**src/rtl/seg7_scan_ctrl.sv**
```systemverilog
// Time-multiplexed 7-segment scan controller sharing one external BCD decoder.
// Display values load through a valid/ready port and commit only at frame boundaries.
module seg7_scan_ctrl #(
  parameter int NDIG          = 4,
  parameter int PRESCALE      = 50000,
  parameter bit AN_ACTIVE_LOW = 1'b1
) (
  input  logic              clk,
  input  logic              rst_n,
  input  logic              load,
  output logic              load_ready,
  input  logic [4*NDIG-1:0] din,
  input  logic              blank_lz,
  output logic [3:0]        dec_bcd,
  input  logic [6:0]        dec_seg,
  output logic [6:0]        seg,
  output logic [NDIG-1:0]   an,
  output logic              frame_done
);

  localparam int PW = (PRESCALE > 1) ? $clog2(PRESCALE) : 1;
  localparam int IW = (NDIG > 2) ? $clog2(NDIG) : 1;
  localparam logic [PW-1:0] LAST_P = PW'(PRESCALE - 1);
  localparam logic [IW-1:0] LAST_I = IW'(NDIG - 1);
  localparam logic [NDIG-1:0] AN_OFF = AN_ACTIVE_LOW ? {NDIG{1'b1}} : {NDIG{1'b0}};

  typedef enum logic {IDLE, SCAN} state_t;

  state_t            state, state_nx;
  logic [PW-1:0]     presc, presc_nx;
  logic [IW-1:0]     idx, idx_nx;
  logic [4*NDIG-1:0] active, shadow;
  logic              pending;

  logic              transfer, slot_end, frame_end, lit;
  logic [3:0]        cur_digit;
  logic              lz_all, blank;
  logic [NDIG-1:0]   onehot;
  logic [6:0]        seg_nx;
  logic [NDIG-1:0]   an_nx;

  assign transfer  = load && load_ready;
  assign slot_end  = (state == SCAN) && (presc == LAST_P);
  assign frame_end = slot_end && (idx == LAST_I);
  // Next cycle is slot cycle 0 whenever this slot ends, so the output register goes dark.
  assign lit       = (state == SCAN) && !slot_end;

  always_comb begin
    cur_digit = 4'd0;
    onehot    = '0;
    lz_all    = 1'b1;
    for (int i = 0; i < NDIG; i++) begin
      if (idx == IW'(i)) begin
        cur_digit = active[4*i +: 4];
        onehot[i] = 1'b1;
      end
      if ((IW'(i) >= idx) && (active[4*i +: 4] != 4'd0)) lz_all = 1'b0;
    end
  end

  assign dec_bcd = cur_digit;
  assign blank   = (cur_digit > 4'd9) || (blank_lz && (idx != '0) && lz_all);

  always_comb begin
    seg_nx = (lit && !blank) ? dec_seg : 7'd0;
    if (!lit)               an_nx = AN_OFF;
    else if (AN_ACTIVE_LOW) an_nx = ~onehot;
    else                    an_nx = onehot;
  end

  always_comb begin
    state_nx = state;
    presc_nx = presc;
    idx_nx   = idx;
    case (state)
      IDLE: begin
        presc_nx = '0;
        idx_nx   = '0;
        if (transfer) state_nx = SCAN;
      end
      SCAN: begin
        if (slot_end) begin
          presc_nx = '0;
          idx_nx   = (idx == LAST_I) ? '0 : idx + 1'b1;
        end else begin
          presc_nx = presc + 1'b1;
        end
      end
      default: state_nx = IDLE;
    endcase
  end

  always_ff @(posedge clk or negedge rst_n) begin
    if (!rst_n) begin
      state <= IDLE;
      presc <= '0;
      idx   <= '0;
    end else begin
      state <= state_nx;
      presc <= presc_nx;
      idx   <= idx_nx;
    end
  end

  // Commit happens on the wrap edge so the whole new frame uses the new digits;
  // load_ready stays low through the frame_done cycle and reopens after it.
  always_ff @(posedge clk or negedge rst_n) begin
    if (!rst_n) begin
      active     <= '0;
      shadow     <= '0;
      pending    <= 1'b0;
      load_ready <= 1'b1;
    end else if (state == IDLE) begin
      if (transfer) active <= din;
    end else if (transfer) begin
      shadow     <= din;
      pending    <= 1'b1;
      load_ready <= 1'b0;
    end else if (pending) begin
      if (frame_end) begin
        active  <= shadow;
        pending <= 1'b0;
      end
    end else begin
      load_ready <= 1'b1;
    end
  end

  always_ff @(posedge clk or negedge rst_n) begin
    if (!rst_n) begin
      seg        <= 7'd0;
      an         <= AN_OFF;
      frame_done <= 1'b0;
    end else begin
      seg        <= seg_nx;
      an         <= an_nx;
      frame_done <= frame_end;
    end
  end

endmodule

```
**config.mk**
```make
export PLATFORM = sky130hd
export DESIGN_NAME = seg7_scan_ctrl
export DESIGN_NICKNAME = d
export VERILOG_FILES = /design/src/rtl/seg7_scan_ctrl.sv
export SDC_FILE = /design/constraint.sdc
export NUM_CORES = 1
export LEC_CHECK = 0
export BUFFER_PORTS_ARGS = -buffer_cell sky130_fd_sc_hd__buf_4
export CAP_MARGIN = 20
export CORE_MARGIN = 4
export CORE_UTILIZATION = 53
export DETAILED_ROUTE_END_ITERATION = 12
export MAX_ROUTING_LAYER = met4
export PLACE_DENSITY = 0.75
export SLEW_MARGIN = 40
export SYNTH_ARGS = -nofsm -noshare
export SYNTH_HDL_FRONTEND = slang
export SYNTH_SLANG_ARGS = --single-unit
```
**constraint.sdc**
```tcl
create_clock -name clk -period 4.5 [get_ports clk]
set_clock_uncertainty 0.15 [all_clocks]
set_input_delay 0.45 -clock clk [delete_from_list [all_inputs] [get_ports clk]]
set_output_delay 0.45 -clock clk [all_outputs]
set_load 0.01 [all_outputs]
```
==> tab_implementation.tex, run 1 <==
\begin{tabular}{lr}
\hline
Metric & Value \\
\hline
\multicolumn{2}{l}{\textbf{Global routing}} \\
\quad Met2 demand-to-capacity share in global routing & 27.1\% \\
\quad Most used routing layer & met2 \\
\quad Global Route Usage Sum & 17.9\% \\
\quad Pin count of the biggest net entering global routing & 66 \\
\quad Number of global-route vias before repair & 2133 \\
\quad Total gr overflow & 0 \\
\quad Met1 routing resource usage after global routing & 22.7\% \\
\quad Wire length of the first global-routing pass & 9870 µm \\
\quad Initial antenna violation count & 0 \\
\quad Routing usage on met3 & 5.79\% \\
\multicolumn{2}{l}{\textbf{Run}} \\
\quad Max-cap viol count & 0 \\
\multicolumn{2}{l}{\textbf{Hold path}} \\
\quad WHS Endpoint & shadow[4]\$\_DFFE\_PN0P\_ \\
\quad Worst hold path cell count & 2 \\
\quad Worst min-delay path category & in2reg \\
\quad Min-Delay Startpoint & din[4] \\
\multicolumn{2}{l}{\textbf{STA}} \\
\quad Final count of hold timing violations & 0 \\
\quad Final worst path period share & 59.7\% \\
\quad Unrepaired setup endpoints after global routing & false \\
\quad Total Negative Setup Slacks & 0 ns \\
\quad Tightest Pin Transition & 0.745 ns \\
\quad Final Setup Violations & 0 \\
\quad Min Tclk post-route & 2.69 ns \\
\quad Slew margin rel. & 50.3\% \\
\quad Achievable Freq & 372 MHz \\
\quad Number of max-slew violations in the final report & 0 \\
\quad Worst Hold Slack & 0.203 ns \\
\multicolumn{2}{l}{\textbf{Place}} \\
\quad HPWL after detailed placement & 4000 µm \\
\quad Placed cell areas & 3460 µm² \\
\quad Final weighted congestion in routability-driven placement & 0.876 \\
\quad Number of I/O port buffers & 43 \\
\quad Number of placed instances with taps included & 366 \\
\multicolumn{2}{l}{\textbf{Critical path}} \\
\quad Type of the worst setup path & reg2out \\
\quad Cell depth of the worst flop-to-flop path & 5 \\
\quad Crit path DAT & 2.09 ns \\
\quad Maximum fanout count along the critical path & 14 \\
\quad Reg-to-reg critical path startpoint & presc[0]\$\_DFF\_PN0\_ \\
\quad Crit path launch type & flop \\
\quad FF-to-FF End & active[8]\$\_DFFE\_PN0P\_ \\
\quad Req. time, crit path & 3.90 ns \\
\quad Reg-to-reg setup timing slack & 1.84 ns \\
\quad Type of element capturing the critical path & primary output \\
\multicolumn{2}{l}{\textbf{Synth}} \\
\quad Biggest area contributors in the synthesized netlist & dfrtp\_1 49\%, mux2\_2 11\%, mux2\_1 5.5\% \\
\quad Most used DFF post-synth & dfrtp\_1 \\
\quad Synth Register Bits & 65 \\
\quad Library cell with the highest instance count after synthesis & dfrtp\_1 \\
\quad Syn Area/Cell & 11.9 µm² \\
\quad Cell types with the highest counts after synthesis & 60 x dfrtp\_1, 31 x mux2\_2, 19 x nor2\_1, 15 x mux2\_1, 15 x nand2\_1 \\
\quad Dominant cell type by area after synthesis & dfrtp\_1 \\
\quad Mapped Area & 3090 µm² \\
\quad Number of enable-type register cells in the synthesized netlist & 0 \\
\quad Share of the synthesized area in the top cell type & 48.5\% \\
\quad Sequential share of the synthesized area & 52.8\% \\
\quad Cells after synthesis & 261 \\
\quad Count of cell types in the netlist & 39 \\
\quad Yosys warning count & 0 \\
\quad Syn Nets & 296 \\
\quad Share of async-settable or async-resettable flops after synthesis & 100\% \\
\multicolumn{2}{l}{\textbf{Drt}} \\
\quad Number of remaining DRC errors & 0 \\
\quad Antenna-violating nets left & 0 \\
\quad Final Routed Wirelength & 5780 µm \\
\quad DRC marker count from the first detailed-route iteration & 74 \\
\quad Routed length per placed instance & 15.1 µm \\
\quad Routed via count & 2092 \\
\quad Detailed-router iteration count before antenna repair & 4 \\
\quad Ratio of routed vias to standard cells & 5.46 \\
\multicolumn{2}{l}{\textbf{Clock tree}} \\
\quad Maximum level of the CTS H-tree & 3 \\
\quad Clk\_lat worst skew & 0.33 ns \\
\quad Root buffer cell & clkbuf\_8 \\
\quad Total CTS buffers & 9 \\
\quad \# clock sinks & 65 \\
\quad Clk slew on worst S/H paths & 0.07 ns \\
\quad Post\_cts resized & 0 \\
\quad Number of buffers inserted by hold repair at cts & 0 \\
\quad Longest Clk Path Bufs & 2 \\
\quad Number of setup buffers added after CTS & 0 \\
\quad CTS tree & built \\
\multicolumn{2}{l}{\textbf{Floorplan}} \\
\quad Chip Height & 84.4 µm \\
\quad Chip width & 84.4 µm \\
\quad Die Outline Area & 7120 µm² \\
\quad Core Region & 5570 µm² \\
\quad Count of pins on the block boundary & 44 \\
\quad Count of standard-cell rows & 27 \\
\quad Initial cell density of the core & 55.5\% \\
\multicolumn{2}{l}{\textbf{Finish}} \\
\quad Share of cells above drive strength 1 & 31.8\% \\
\quad Post-Layout Inst Area & 3670 µm² \\
\quad Diodes inserted & 0 \\
\quad Layout-stage area growth over the synthesis result & 18.7\% \\
\quad Post-layout nets & 341 \\
\quad Final non-filler cell total & 383 \\
\multicolumn{2}{l}{\textbf{Power}} \\
\quad Maximum vdd ir drop & 0.000307 V \\
\quad Areal power density over the cells & 447 nW/µm² \\
\quad Static Leakage & 0.00167 µW \\
\multicolumn{2}{l}{\textbf{Outcome}} \\
\quad Status & finished clean \\
\hline
\end{tabular}
## where the power goes
part / switching [µW] / total (µW) / leakage, µW / internal [µW]
Combinational: 148 / 361 / 0.000782 / 213
Sequential: 78.9 / 810 / 0.000788 / 731
Clock: 210 / 469 / 0.000102 / 259
## worst max-delay path: stages (launching register included)
cell,delay (ns)
dfrtp_1,0.46
ha_1,0.49
a211oi_1,0.12
a211oi_1,0.47
buf_4,0.21
## metrics by stage
step                worst slack (ns)  util, %  total power [µW]
floorplan                       2.17        -              1030
global placement                1.92     62.2              1170
detailed placement              1.84     62.2              1190
CTS                             1.82     65.6              1660
global route                    1.65     65.9              1740
finish                          1.81     65.9              1640
## kinds of logic after synthesis
kind of cell / after synthesis / synth area share (%)
muxes: 49 / 17.7
adders and majority gates: 8 / 3.24
buffers and inverters: 22 / 2.91
xor gates and xnor gates: 13 / 3.68
DFF: 65 / 52.8
AOI/OAI and AO/OA: 17 / 4.33
and+or+nand+nor: 87 / 15.3
## how the worst max path moves through the flow
stage / from / end
after global placement: presc[7]$_DFF_PN0_ / active[8]$_DFFE_PN0P_
after detailed placement: presc[0]$_DFF_PN0_ / active[9]$_DFFE_PN0P_
after floorplan: state$_DFF_PN0_ / active[10]$_DFFE_PN0P_
after CTS: idx[0]$_DFFE_PN0P_ / dec_bcd[1]
after global routing: presc[0]$_DFF_PN0_ / active[13]$_DFFE_PN0P_
final: idx[0]$_DFFE_PN0P_ / dec_bcd[1]
## area by class of cell
type	instances	area, µm²
multi-input cells	174	1370
repair buffers	45	344
well taps	72	90.1
clock buffers	14	183
flip-flops and latches	65	1630
fillers	453	1900
clock inverters	2	10.0
inverters	11	41.3
## sequential cells by signal, indices dropped and copies added, names as in the netlist
name and flops:
active 16, an 4, frame_done 1, idx 2
load_ready 1, pending 1, presc 16, seg 7
shadow 16, state 1
## cell usage in the layout (no fill, tap or decap), drive strengths merged, types with 3 or more instances in the layout
master,n
mux2i,3
mux2,46
inv,11
clkbuf,14
dfstp,5
nand3,11
nor3,11
buf,44
nand3b,3
dfrtp,60
nand4,5
a21oi,5
a211oi,5
ha,8
nor2,19
xnor2,12
nand2,15
nor4,7
nor2b,4
## routing by layer
metal | vias up | part of all wire, %
met1 | 1028 | 47
met4 | 0 | 1.1
li1 | 1019 | -
met5 | - | 0
met3 | 7 | 4.8
met2 | 38 | 47
Power figures use the tool's default switching activity.
==> run 2: changes to the inputs <==
--- a/config.mk
+++ b/config.mk
@@ -5,10 +5,11 @@
 export SDC_FILE = /design/constraint.sdc
 export NUM_CORES = 1
 export LEC_CHECK = 0
+export ABC_AREA = 1
 export BUFFER_PORTS_ARGS = -buffer_cell sky130_fd_sc_hd__buf_4
 export CAP_MARGIN = 20
 export CORE_MARGIN = 4
-export CORE_UTILIZATION = 53
+export CORE_UTILIZATION = 51
 export DETAILED_ROUTE_END_ITERATION = 12
 export MAX_ROUTING_LAYER = met4
 export PLACE_DENSITY = 0.75
==> constraint.sdc (replaced) <==
create_clock -name clk -period 2.4 [get_ports clk]
set_clock_uncertainty 0.15 [all_clocks]
set_input_delay 0.24 -clock clk [delete_from_list [all_inputs] [get_ports clk]]
set_output_delay 0.24 -clock clk [all_outputs]
set_load 0.01 [all_outputs]
==> run 2 against run 1 <==
  * Global-route usage up 2.4 points
  * Sequential cell count did not move
  * Wire length grew 15%
  * Worst setup slack lost 1.7 ns
  * Sequential power is 36% higher
  * Cell count grew 37%
  * Critical path type unchanged
==> tab_implementation.tex, run 2 <==
\begin{tabular}{lr}
\hline
Metric & Value \\
\hline
\multicolumn{2}{l}{\textbf{Clock tree}} \\
\quad Number of setup buffers added after CTS & 0 (unchanged) \\
\quad Maximum level of the CTS H-tree & 3 (unchanged) \\
\quad \# clock sinks & 65 (unchanged) \\
\quad Clk\_lat worst skew & 0.34 ns (was 0.33 ns) \\
\quad Clk slew on worst S/H paths & 0.07 ns (about the same) \\
\quad Longest Clk Path Bufs & 2 (unchanged) \\
\quad Root buffer cell & clkbuf\_8 (unchanged) \\
\quad CTS tree & built (unchanged) \\
\quad Total CTS buffers & 9 (unchanged) \\
\multicolumn{2}{l}{\textbf{STA}} \\
\quad Slew margin rel. & 62.0\% (was 50.3\%) \\
\quad Unrepaired setup endpoints after global routing & false (unchanged) \\
\quad Min Tclk post-route & 2.27 ns \\
\quad Number of max-slew violations in the final report & 0 (unchanged) \\
\quad Final worst-path setup slack & 0.130 ns (was 1.81 ns) \\
\quad Final Setup Violations & 0 (unchanged) \\
\quad Tightest Pin Transition & 0.570 ns (was 0.745 ns) \\
\quad Final worst path period share & 94.6\% \\
\quad Total Negative Setup Slacks & 0 ns (unchanged) \\
\quad Final count of hold timing violations & 0 (unchanged) \\
\quad Achievable Freq & 440 MHz \\
\multicolumn{2}{l}{\textbf{Critical path}} \\
\quad Crit path launch type & flop (unchanged) \\
\quad Type of the worst setup path & reg2out (unchanged) \\
\quad FF-to-FF End & seg[6]\$\_DFF\_PN0\_ (was active[8]\$\_DFFE\_PN0P\_) \\
\quad Cell depth of the worst flop-to-flop path & 10 (was 5) \\
\quad Req. time, crit path & 2.01 ns (was 3.90 ns) \\
\quad Cell-by-cell listing of the critical path & inv\_1 -> ha\_1 -> inv\_1 -> nand3\_1 -> nand2\_1 -> o211ai\_1 -> o21ai\_0 -> buf\_4 (was ha\_1 -> a211oi\_1 -> a211oi\_1 -> buf\_4) \\
\quad Crit path max-delay cell type & dfrtp\_2 (was ha\_1) \\
\quad Worst path top cell family by delay & flip-flops (was compound AO/OA/AOI/OAI gates) \\
\quad Reg-to-reg setup timing slack & 0.46 ns (was 1.84 ns) \\
\quad Type of element capturing the critical path & primary output (unchanged) \\
\quad Most frequent cell on the critical path & inv\_1 (was a211oi\_1) \\
\quad Largest stage delay on the critical path & 0.44 ns (was 0.49 ns) \\
\quad Buffers and inverters on the worst path & 3 (was 1) \\
\quad Reg-to-reg critical path startpoint & idx[1]\$\_DFFE\_PN0P\_ (was presc[0]\$\_DFF\_PN0\_) \\
\quad Maximum fanout count along the critical path & 6 (was 14) \\
\quad Crit path DAT & 1.88 ns (was 2.09 ns) \\
\multicolumn{2}{l}{\textbf{Drt}} \\
\quad Antenna-violating nets left & 0 (unchanged) \\
\quad Number of remaining DRC errors & 0 (unchanged) \\
\quad Final Routed Wirelength & 6640 µm (was 5780 µm) \\
\quad Routed length per placed instance & 12.6 µm (was 15.1 µm) \\
\quad Routed via count & 2635 (was 2092) \\
\quad Ratio of routed vias to standard cells & 5.01 (was 5.46) \\
\quad DRC marker count from the first detailed-route iteration & 125 (was 74) \\
\quad Detailed-router iteration count before antenna repair & 4 (unchanged) \\
\multicolumn{2}{l}{\textbf{Synth}} \\
\quad Cells after synthesis & 378 (was 261) \\
\quad Most used DFF post-synth & dfrtp\_1 (unchanged) \\
\quad Syn Nets & 413 (was 296) \\
\quad Biggest area contributors in the synthesized netlist & dfrtp\_1 47\%, nand2\_1 11\%, o21ai\_0 6.8\% (was dfrtp\_1 49\%, mux2\_2 11\%, mux2\_1 5.5\%) \\
\quad Number of enable-type register cells in the synthesized netlist & 0 (unchanged) \\
\quad Syn Area/Cell & 8.37 µm² (was 11.9 µm²) \\
\quad Synth Register Bits & 65 (unchanged) \\
\quad Library cell with the highest instance count after synthesis & nand2\_1 (was dfrtp\_1) \\
\quad Share of the synthesized area in the top cell type & 47.5\% (was 48.5\%) \\
\quad Cell types with the highest counts after synthesis & 91 x nand2\_1, 60 x dfrtp\_1, 51 x inv\_1, 43 x o21ai\_0, 32 x nor2\_1 (was 60 x dfrtp\_1, 31 x mux2\_2, 19 x nor2\_1, 15 x mux2\_1, 15 x nand2\_1) \\
\quad Mapped Area & 3160 µm² (was 3090 µm²) \\
\quad Yosys warning count & 0 (unchanged) \\
\quad Share of async-settable or async-resettable flops after synthesis & 100\% (unchanged) \\
\quad Dominant cell type by area after synthesis & dfrtp\_1 (unchanged) \\
\quad Count of cell types in the netlist & 33 (was 39) \\
\quad Sequential share of the synthesized area & 51.6\% (was 52.8\%) \\
\multicolumn{2}{l}{\textbf{Finish}} \\
\quad Post-layout nets & 481 (was 341) \\
\quad Biggest registers after layout & active x16, presc x16, shadow x16 (unchanged) \\
\quad Leading cell type in the layout, fill and taps excluded & nand2\_1 (was dfrtp\_1) \\
\quad Share of cells above drive strength 1 & 17.1\% (was 31.8\%) \\
\quad Final non-filler cell total & 526 (was 383) \\
\quad Most frequent cells in the layout & 91 x nand2\_1, 59 x dfrtp\_1, 51 x inv\_1, 46 x buf\_4, 43 x o21ai\_0 (was 60 x dfrtp\_1, 43 x buf\_4, 31 x mux2\_2, 19 x nor2\_1) \\
\quad Layout-stage area growth over the synthesis result & 26.7\% (was 18.7\%) \\
\quad Filler Cell Count & 472 (was 453) \\
\quad Diodes inserted & 0 (unchanged) \\
\multicolumn{2}{l}{\textbf{Floorplan}} \\
\quad Core Region & 5960 µm² (was 5570 µm²) \\
\quad Chip width & 86.8 µm (was 84.4 µm) \\
\quad Initial cell density of the core & 53.1\% (was 55.5\%) \\
\quad Count of standard-cell rows & 28 (was 27) \\
\quad Chip Height & 86.8 µm (was 84.4 µm) \\
\quad Count of pins on the block boundary & 44 (unchanged) \\
\quad Die Outline Area & 7530 µm² (was 7120 µm²) \\
\multicolumn{2}{l}{\textbf{Place}} \\
\quad Number of placed instances with taps included & 486 (was 366) \\
\quad Final weighted congestion in routability-driven placement & 0.852 (was 0.876) \\
\quad Setup slack at placement & 0.478 ns (was 1.84 ns) \\
\quad HPWL after detailed placement & 4480 µm (was 4000 µm) \\
\quad Number of I/O port buffers & 43 (unchanged) \\
\multicolumn{2}{l}{\textbf{Global routing}} \\
\quad Initial antenna violation count & 0 (unchanged) \\
\quad Pin count of the biggest net entering global routing & 66 (unchanged) \\
\quad Global Route Usage Sum & 20.4\% (was 17.9\%) \\
\quad Number of global-route vias before repair & 2616 (was 2133) \\
\quad Total gr overflow & 0 (unchanged) \\
\quad Wire length of the first global-routing pass & 11800 µm (was 9870 µm) \\
\multicolumn{2}{l}{\textbf{Hold path}} \\
\quad Min-Delay Startpoint & load (was din[4]) \\
\quad Worst min-delay path category & in2reg (unchanged) \\
\quad Worst hold path cell count & 3 (was 2) \\
\quad WHS Endpoint & pending\$\_DFFE\_PN0P\_ (was shadow[4]\$\_DFFE\_PN0P\_) \\
\multicolumn{2}{l}{\textbf{Outcome}} \\
\quad Status & finished clean (unchanged) \\
\multicolumn{2}{l}{\textbf{Power}} \\
\quad Static Leakage & 0.00194 µW (was 0.00167 µW) \\
\quad Areal power density over the cells & 557 nW/µm² (was 447 nW/µm²) \\
\quad Maximum vdd ir drop & 0.000416 V (was 0.000307 V) \\
\multicolumn{2}{l}{\textbf{Run}} \\
\quad Max-cap viol count & 0 (unchanged) \\
\hline
\end{tabular}
run 2: cell types whose count changed in the layout (fill, tap and decap cells not counted), sizes merged, moves of 10 or more:
cell	before	now
xnor2	12	2
mux2	46	0
o21ai	1	44
nand4	5	20
nor2	19	34
nand2	15	96
dlygate4sd3	1	24
inv	11	51
run 2: kinds of logic (layout without fill, tap and decap cells):
kind of cell	Yosys count	after routing	share of synthesized area [%]
AO/OA/AOI/OAI	62	62	10.3
adder cells (fa/ha/maj)	8	8	3.16
flip-flops	65	65	51.6
buffers and inverters	66	139	8.39
AND/OR/NAND/NOR	172	172	25.2
XOR/XNOR	5	5	1.38
run 2: what timing repair did:
item / 4_1_cts / 5_1_grt
gates resized for setup: 0 / 1
endpoints found under the setup margin: 0 / 2
hold endpoints to repair: 83 / 0
hold buffers: 24 / 0
run 2: stage by stage:
| step | power, µW | hold slack, ns | utilization (%) | cell area (µm²) |
|---|---|---|---|---|
| final | 2230 | 0.150 | 67.3 | 4010 |
| after global routing | 2320 | 0.150 | 67.3 | 4010 |
| after CTS | 2260 | 0.136 | 67.2 | 4000 |
| after detailed placement | 1180 | 0.232 | 59.4 | 3540 |
| after global placement | 1180 | 0.227 | 59.4 | 3540 |
| after floorplan | 1120 | -0.206 | - | 3160 |
run 2: worst max-delay path by stage:
stage	cells past startpoint	slack [ns]	endpoint	from
floorplan	7	0.57	active[10]$_DFFE_PN0P_	state$_DFF_PN0_
global placement	6	0.54	dec_bcd[1]	idx[1]$_DFFE_PN0P_
detailed placement	10	0.48	seg[3]$_DFF_PN0_	idx[1]$_DFFE_PN0P_
CTS	8	0.10	dec_bcd[3]	idx[1]$_DFFE_PN0P_
global route	6	0.03	dec_bcd[3]	idx[0]$_DFFE_PN0P_
finish	8	0.13	dec_bcd[3]	idx[1]$_DFFE_PN0P_
run 2: worst reg2reg max path, stage by stage, from the launching register on:
cell	delay, ns
dfrtp_2	0.44
inv_1	0.11
ha_1	0.28
inv_1	0.14
nand3_1	0.09
nand2_1	0.07
o211ai_1	0.09
o21ai_0	0.16
nand2_1	0.12
nand2_2	0.11
nor2_1	0.12
run 2: area by class of cell:
cell class	instances	area, µm²	area share [%]
Sequential cell	65	1630	40.8
Multi-Input combinational cell	247	1260	31.6
Timing Repair Buffer	71	597	14.9
Inverter	52	195	4.87
Clock buffer	14	163	4.06
Tap cell	75	93.8	2.34
Clock inverter	2	60.1	1.50
run 2: metal layers:
metal,up-vias,GRT usage (%),routed length (µm)
li1,1352,-,-
met1,1210,26.2,3030
met2,61,31.8,3180
met3,12,3.90,301
met4,0,8.36,128
met5,-,-,0
run 2: power by group:
group,internal [µW],switching [µW],leakage (µW)
sequential,1100,0,0.000697
combinational,53.7,37.8,0.00113
clock,644,401,0.000111
==> run 3: changes to the inputs <==
--- a/config.mk
+++ b/config.mk
@@ -6,10 +6,10 @@
 export NUM_CORES = 1
 export LEC_CHECK = 0
 export ABC_AREA = 1
-export BUFFER_PORTS_ARGS = -buffer_cell sky130_fd_sc_hd__buf_4
+export BUFFER_PORTS_ARGS = -buffer_cell sky130_fd_sc_hd__buf_2
 export CAP_MARGIN = 20
 export CORE_MARGIN = 4
-export CORE_UTILIZATION = 51
+export CORE_UTILIZATION = 53
 export DETAILED_ROUTE_END_ITERATION = 12
 export MAX_ROUTING_LAYER = met4
 export PLACE_DENSITY = 0.75
==> constraint.sdc (replaced) <==
create_clock -name clk -period 2.7 [get_ports clk]
set_clock_uncertainty 0.15 [all_clocks]
set_input_delay 0.27 -clock clk [delete_from_list [all_inputs] [get_ports clk]]
set_output_delay 0.27 -clock clk [all_outputs]
set_load 0.01 [all_outputs]
==> run 3 against run 2 <==
  * Non-clock buffer count down 3
  * Register-to-register slack improved by 0.24 ns
  * Cell area is 3.9% lower
  * Via count down 2.0%
  * Wire length shrank 5.8%
  * Worst hold slack worse by 0.14 ns
  * Largest cell class unchanged
  * Largest power group unchanged
  * Highest routed layer unchanged
==> tab_implementation.tex, run 3 (same netlist as run 2, synthesis figures left out) <==
\begin{tabular}{lr}
\hline
Metric & Value \\
\hline
\multicolumn{2}{l}{\textbf{Outcome}} \\
\quad Status & finished clean (unchanged) \\
\multicolumn{2}{l}{\textbf{Critical path}} \\
\quad Maximum fanout count along the critical path & 6 (unchanged) \\
\quad Crit path max-delay cell type & dfrtp\_1 (was dfrtp\_2) \\
\quad Worst path top cell family by delay & buffers and inverters (was flip-flops) \\
\quad FF-to-FF End & active[13]\$\_DFFE\_PN0P\_ (was seg[6]\$\_DFF\_PN0\_) \\
\quad Buffers and inverters on the worst path & 4 (was 3) \\
\quad Reg-to-reg setup timing slack & 0.70 ns (was 0.46 ns) \\
\quad Cell-by-cell listing of the critical path & inv\_1 -> ha\_1 -> inv\_1 -> nand3\_1 -> nand2\_1 -> a22oi\_1 -> inv\_1 -> buf\_2 (was inv\_1 -> ha\_1 -> inv\_1 -> nand3\_1 -> nand2\_1 -> o211ai\_1 -> o21ai\_0 -> buf\_4) \\
\quad Most frequent cell on the critical path & inv\_1 (unchanged) \\
\quad Largest stage delay on the critical path & 0.43 ns (was 0.44 ns) \\
\quad Cell depth of the worst flop-to-flop path & 5 (was 10) \\
\quad Type of element capturing the critical path & primary output (unchanged) \\
\quad Crit path DAT & 1.87 ns (was 1.88 ns) \\
\quad Req. time, crit path & 2.28 ns (was 2.01 ns) \\
\quad Reg-to-reg critical path startpoint & load\_ready\$\_DFFE\_PN1P\_ (was idx[1]\$\_DFFE\_PN0P\_) \\
\quad Crit path launch type & flop (unchanged) \\
\quad Type of the worst setup path & reg2out (unchanged) \\
\multicolumn{2}{l}{\textbf{Finish}} \\
\quad Leading cell type in the layout, fill and taps excluded & nand2\_1 (unchanged) \\
\quad Filler Cell Count & 434 (was 472) \\
\quad Share of the core filled with cells & 68.3\% (was 67.3\%) \\
\quad Diodes inserted & 0 (unchanged) \\
\quad Share of cells above drive strength 1 & 17.6\% (was 17.1\%) \\
\quad Most frequent cells in the layout & 91 x nand2\_1, 60 x dfrtp\_1, 51 x inv\_1, 43 x o21ai\_0, 43 x buf\_2 (was 91 x nand2\_1, 59 x dfrtp\_1, 51 x inv\_1, 46 x buf\_4, 43 x o21ai\_0) \\
\quad Final non-filler cell total & 520 (was 526) \\
\quad Biggest registers after layout & active x16, presc x16, shadow x16 (unchanged) \\
\quad Layout-stage area growth over the synthesis result & 21.8\% (was 26.7\%) \\
\quad Post-layout nets & 478 (was 481) \\
\multicolumn{2}{l}{\textbf{Global routing}} \\
\quad Pin count of the biggest net entering global routing & 39 (was 66) \\
\quad Total gr overflow & 0 (unchanged) \\
\quad Global Route Usage Sum & 19.8\% (was 20.4\%) \\
\quad Initial antenna violation count & 0 (unchanged) \\
\quad Number of global-route vias before repair & 2610 (was 2616) \\
\quad Wire length of the first global-routing pass & 11400 µm (was 11800 µm) \\
\multicolumn{2}{l}{\textbf{Floorplan}} \\
\quad Chip width & 85.3 µm (was 86.8 µm) \\
\quad Initial cell density of the core & 56.1\% (was 53.1\%) \\
\quad Die Outline Area & 7270 µm² (was 7530 µm²) \\
\quad Chip Height & 85.3 µm (was 86.8 µm) \\
\quad Count of pins on the block boundary & 44 (unchanged) \\
\quad Core Region & 5640 µm² (was 5960 µm²) \\
\quad Count of standard-cell rows & 27 (was 28) \\
\multicolumn{2}{l}{\textbf{Place}} \\
\quad HPWL after detailed placement & 4480 µm (about the same) \\
\quad Number of I/O port buffers & 43 (unchanged) \\
\quad Final weighted congestion in routability-driven placement & 0.826 (was 0.852) \\
\quad Setup slack at placement & 0.691 ns (was 0.478 ns) \\
\quad Number of placed instances with taps included & 483 (was 486) \\
\multicolumn{2}{l}{\textbf{STA}} \\
\quad Final Setup Violations & 0 (unchanged) \\
\quad Achievable Freq & 436 MHz \\
\quad Final count of hold timing violations & 0 (unchanged) \\
\quad Final worst path period share & 84.9\% \\
\quad Slew margin rel. & 59.2\% (was 62.0\%) \\
\quad Min Tclk post-route & 2.29 ns \\
\quad Number of max-slew violations in the final report & 0 (unchanged) \\
\quad Worst Hold Slack & 0.0149 ns (was 0.150 ns) \\
\quad Tightest Pin Transition & 0.613 ns (was 0.570 ns) \\
\quad Total Negative Setup Slacks & 0 ns (unchanged) \\
\quad Unrepaired setup endpoints after global routing & false (unchanged) \\
\quad Final worst-path setup slack & 0.407 ns (was 0.130 ns) \\
\multicolumn{2}{l}{\textbf{Clock tree}} \\
\quad Number of setup buffers added after CTS & 0 (unchanged) \\
\quad CTS tree & built (unchanged) \\
\quad Clk slew on worst S/H paths & 0.07 ns (about the same) \\
\quad Total CTS buffers & 9 (unchanged) \\
\quad Maximum level of the CTS H-tree & 3 (unchanged) \\
\quad Number of buffers inserted by hold repair at cts & 21 (was 24) \\
\quad \# clock sinks & 65 (unchanged) \\
\quad Longest Clk Path Bufs & 2 (unchanged) \\
\quad Post\_cts resized & 0 (unchanged) \\
\quad Root buffer cell & clkbuf\_8 (unchanged) \\
\quad Clk\_lat worst skew & 0.34 ns (about the same) \\
\multicolumn{2}{l}{\textbf{Power}} \\
\quad Net switching share of the total power & 21.8\% (was 19.7\%) \\
\quad Maximum vdd ir drop & 0.000479 V (was 0.000416 V) \\
\quad Areal power density over the cells & 495 nW/µm² (was 557 nW/µm²) \\
\quad Clock group share of total power & 45.3\% (was 46.8\%) \\
\quad Net switching power & 415 µW (was 439 µW) \\
\quad Static Leakage & 0.00188 µW (was 0.00194 µW) \\
\quad Combinational group share of total power & 3.6\% (was 4.1\%) \\
\quad Relative contribution of sequential cells to total power & 51.1\% (was 49.1\%) \\
\quad Total internal power & 1490 µW (was 1790 µW) \\
\multicolumn{2}{l}{\textbf{Drt}} \\
\quad Routed via count & 2582 (was 2635) \\
\quad DRC marker count from the first detailed-route iteration & 86 (was 125) \\
\quad Number of remaining DRC errors & 0 (unchanged) \\
\quad Detailed-router iteration count before antenna repair & 4 (unchanged) \\
\quad Routed length per placed instance & 12.0 µm (was 12.6 µm) \\
\quad Antenna-violating nets left & 0 (unchanged) \\
\quad Final Routed Wirelength & 6260 µm (was 6640 µm) \\
\quad Ratio of routed vias to standard cells & 4.97 (was 5.01) \\
\multicolumn{2}{l}{\textbf{Hold path}} \\
\quad Worst min-delay path category & in2reg (unchanged) \\
\quad Worst hold path cell count & 3 (unchanged) \\
\quad WHS Endpoint & seg[0]\$\_DFF\_PN0\_ (was pending\$\_DFFE\_PN0P\_) \\
\quad Min-Delay Startpoint & dec\_seg[0] (was load) \\
\multicolumn{2}{l}{\textbf{Run}} \\
\quad Max-cap viol count & 0 (unchanged) \\
\hline
\end{tabular}
run 3: cell count changes in the layout (fill, tap and decap cells not counted), sizes merged:
cell         before  now
clkinv            1    2
inv              51   52
clkbuf           14   11
dlygate4sd3      24   21
clkinvlp          0    2
bufinv            2    1
run 3: per-layer routing:
| layer | share of wire, % | track usage [%] | up-vias |
|---|---|---|---|
| li1 | - | - | 1346 |
| met1 | 44 | 24.1 | 1174 |
| met2 | 50 | 32.6 | 51 |
| met3 | 4.7 | 5.15 | 11 |
| met4 | 1.4 | 5.47 | 0 |
| met5 | 0 | - | - |
run 3: worst max path at each step:
stage,from,endpoint,cells past startpoint
5_1_grt,idx[1]$_DFFE_PN0P_,dec_bcd[2],8
3_5_place_dp,load_ready$_DFFE_PN1P_,active[13]$_DFFE_PN0P_,5
3_3_place_gp,load_ready$_DFFE_PN1P_,active[2]$_DFFE_PN0P_,5
4_1_cts,idx[1]$_DFFE_PN0P_,dec_bcd[2],8
2_1_floorplan,state$_DFF_PN0_,active[10]$_DFFE_PN0P_,7
6_report,idx[1]$_DFFE_PN0P_,dec_bcd[2],8
run 3: layout make-up:
cell class                      instances  area [µm²]  area share (%)
Tap cell                               72        90.1            2.34
Inverter                               52         195            5.07
Clock buffer                           11         151            3.93
Multi-Input combinational cell        247        1260            32.8
Sequential cell                        65        1630            42.4
Timing Repair Buffer                   68         455            11.8
Clock inverter                          5        62.6            1.62
run 3: worst register-to-register path: stages, from the launching register on:
cell and delay (ns):
dfstp_2 0.55, nand2_2 0.11, ha_1 0.64, nand3_4 0.27, nand2_1 0.13, nand2_1 0.06
run 3: through the flow:
stage	area, µm²	power (µW)
4_1_cts	3850	1920
2_1_floorplan	3160	994
5_1_grt	3850	1980
6_report	3850	1910
3_5_place_dp	3430	1040
3_3_place_gp	3430	1040
run 3: power groups by stage:
stage	clock network (µW)	registers, µW	logic, µW
final	864	973	67.9
after global routing	930	973	76.8
after CTS	879	973	68.6
after detailed placement	0	992	45.5
after global placement	0	992	44.7
after floorplan	0	992	2.18
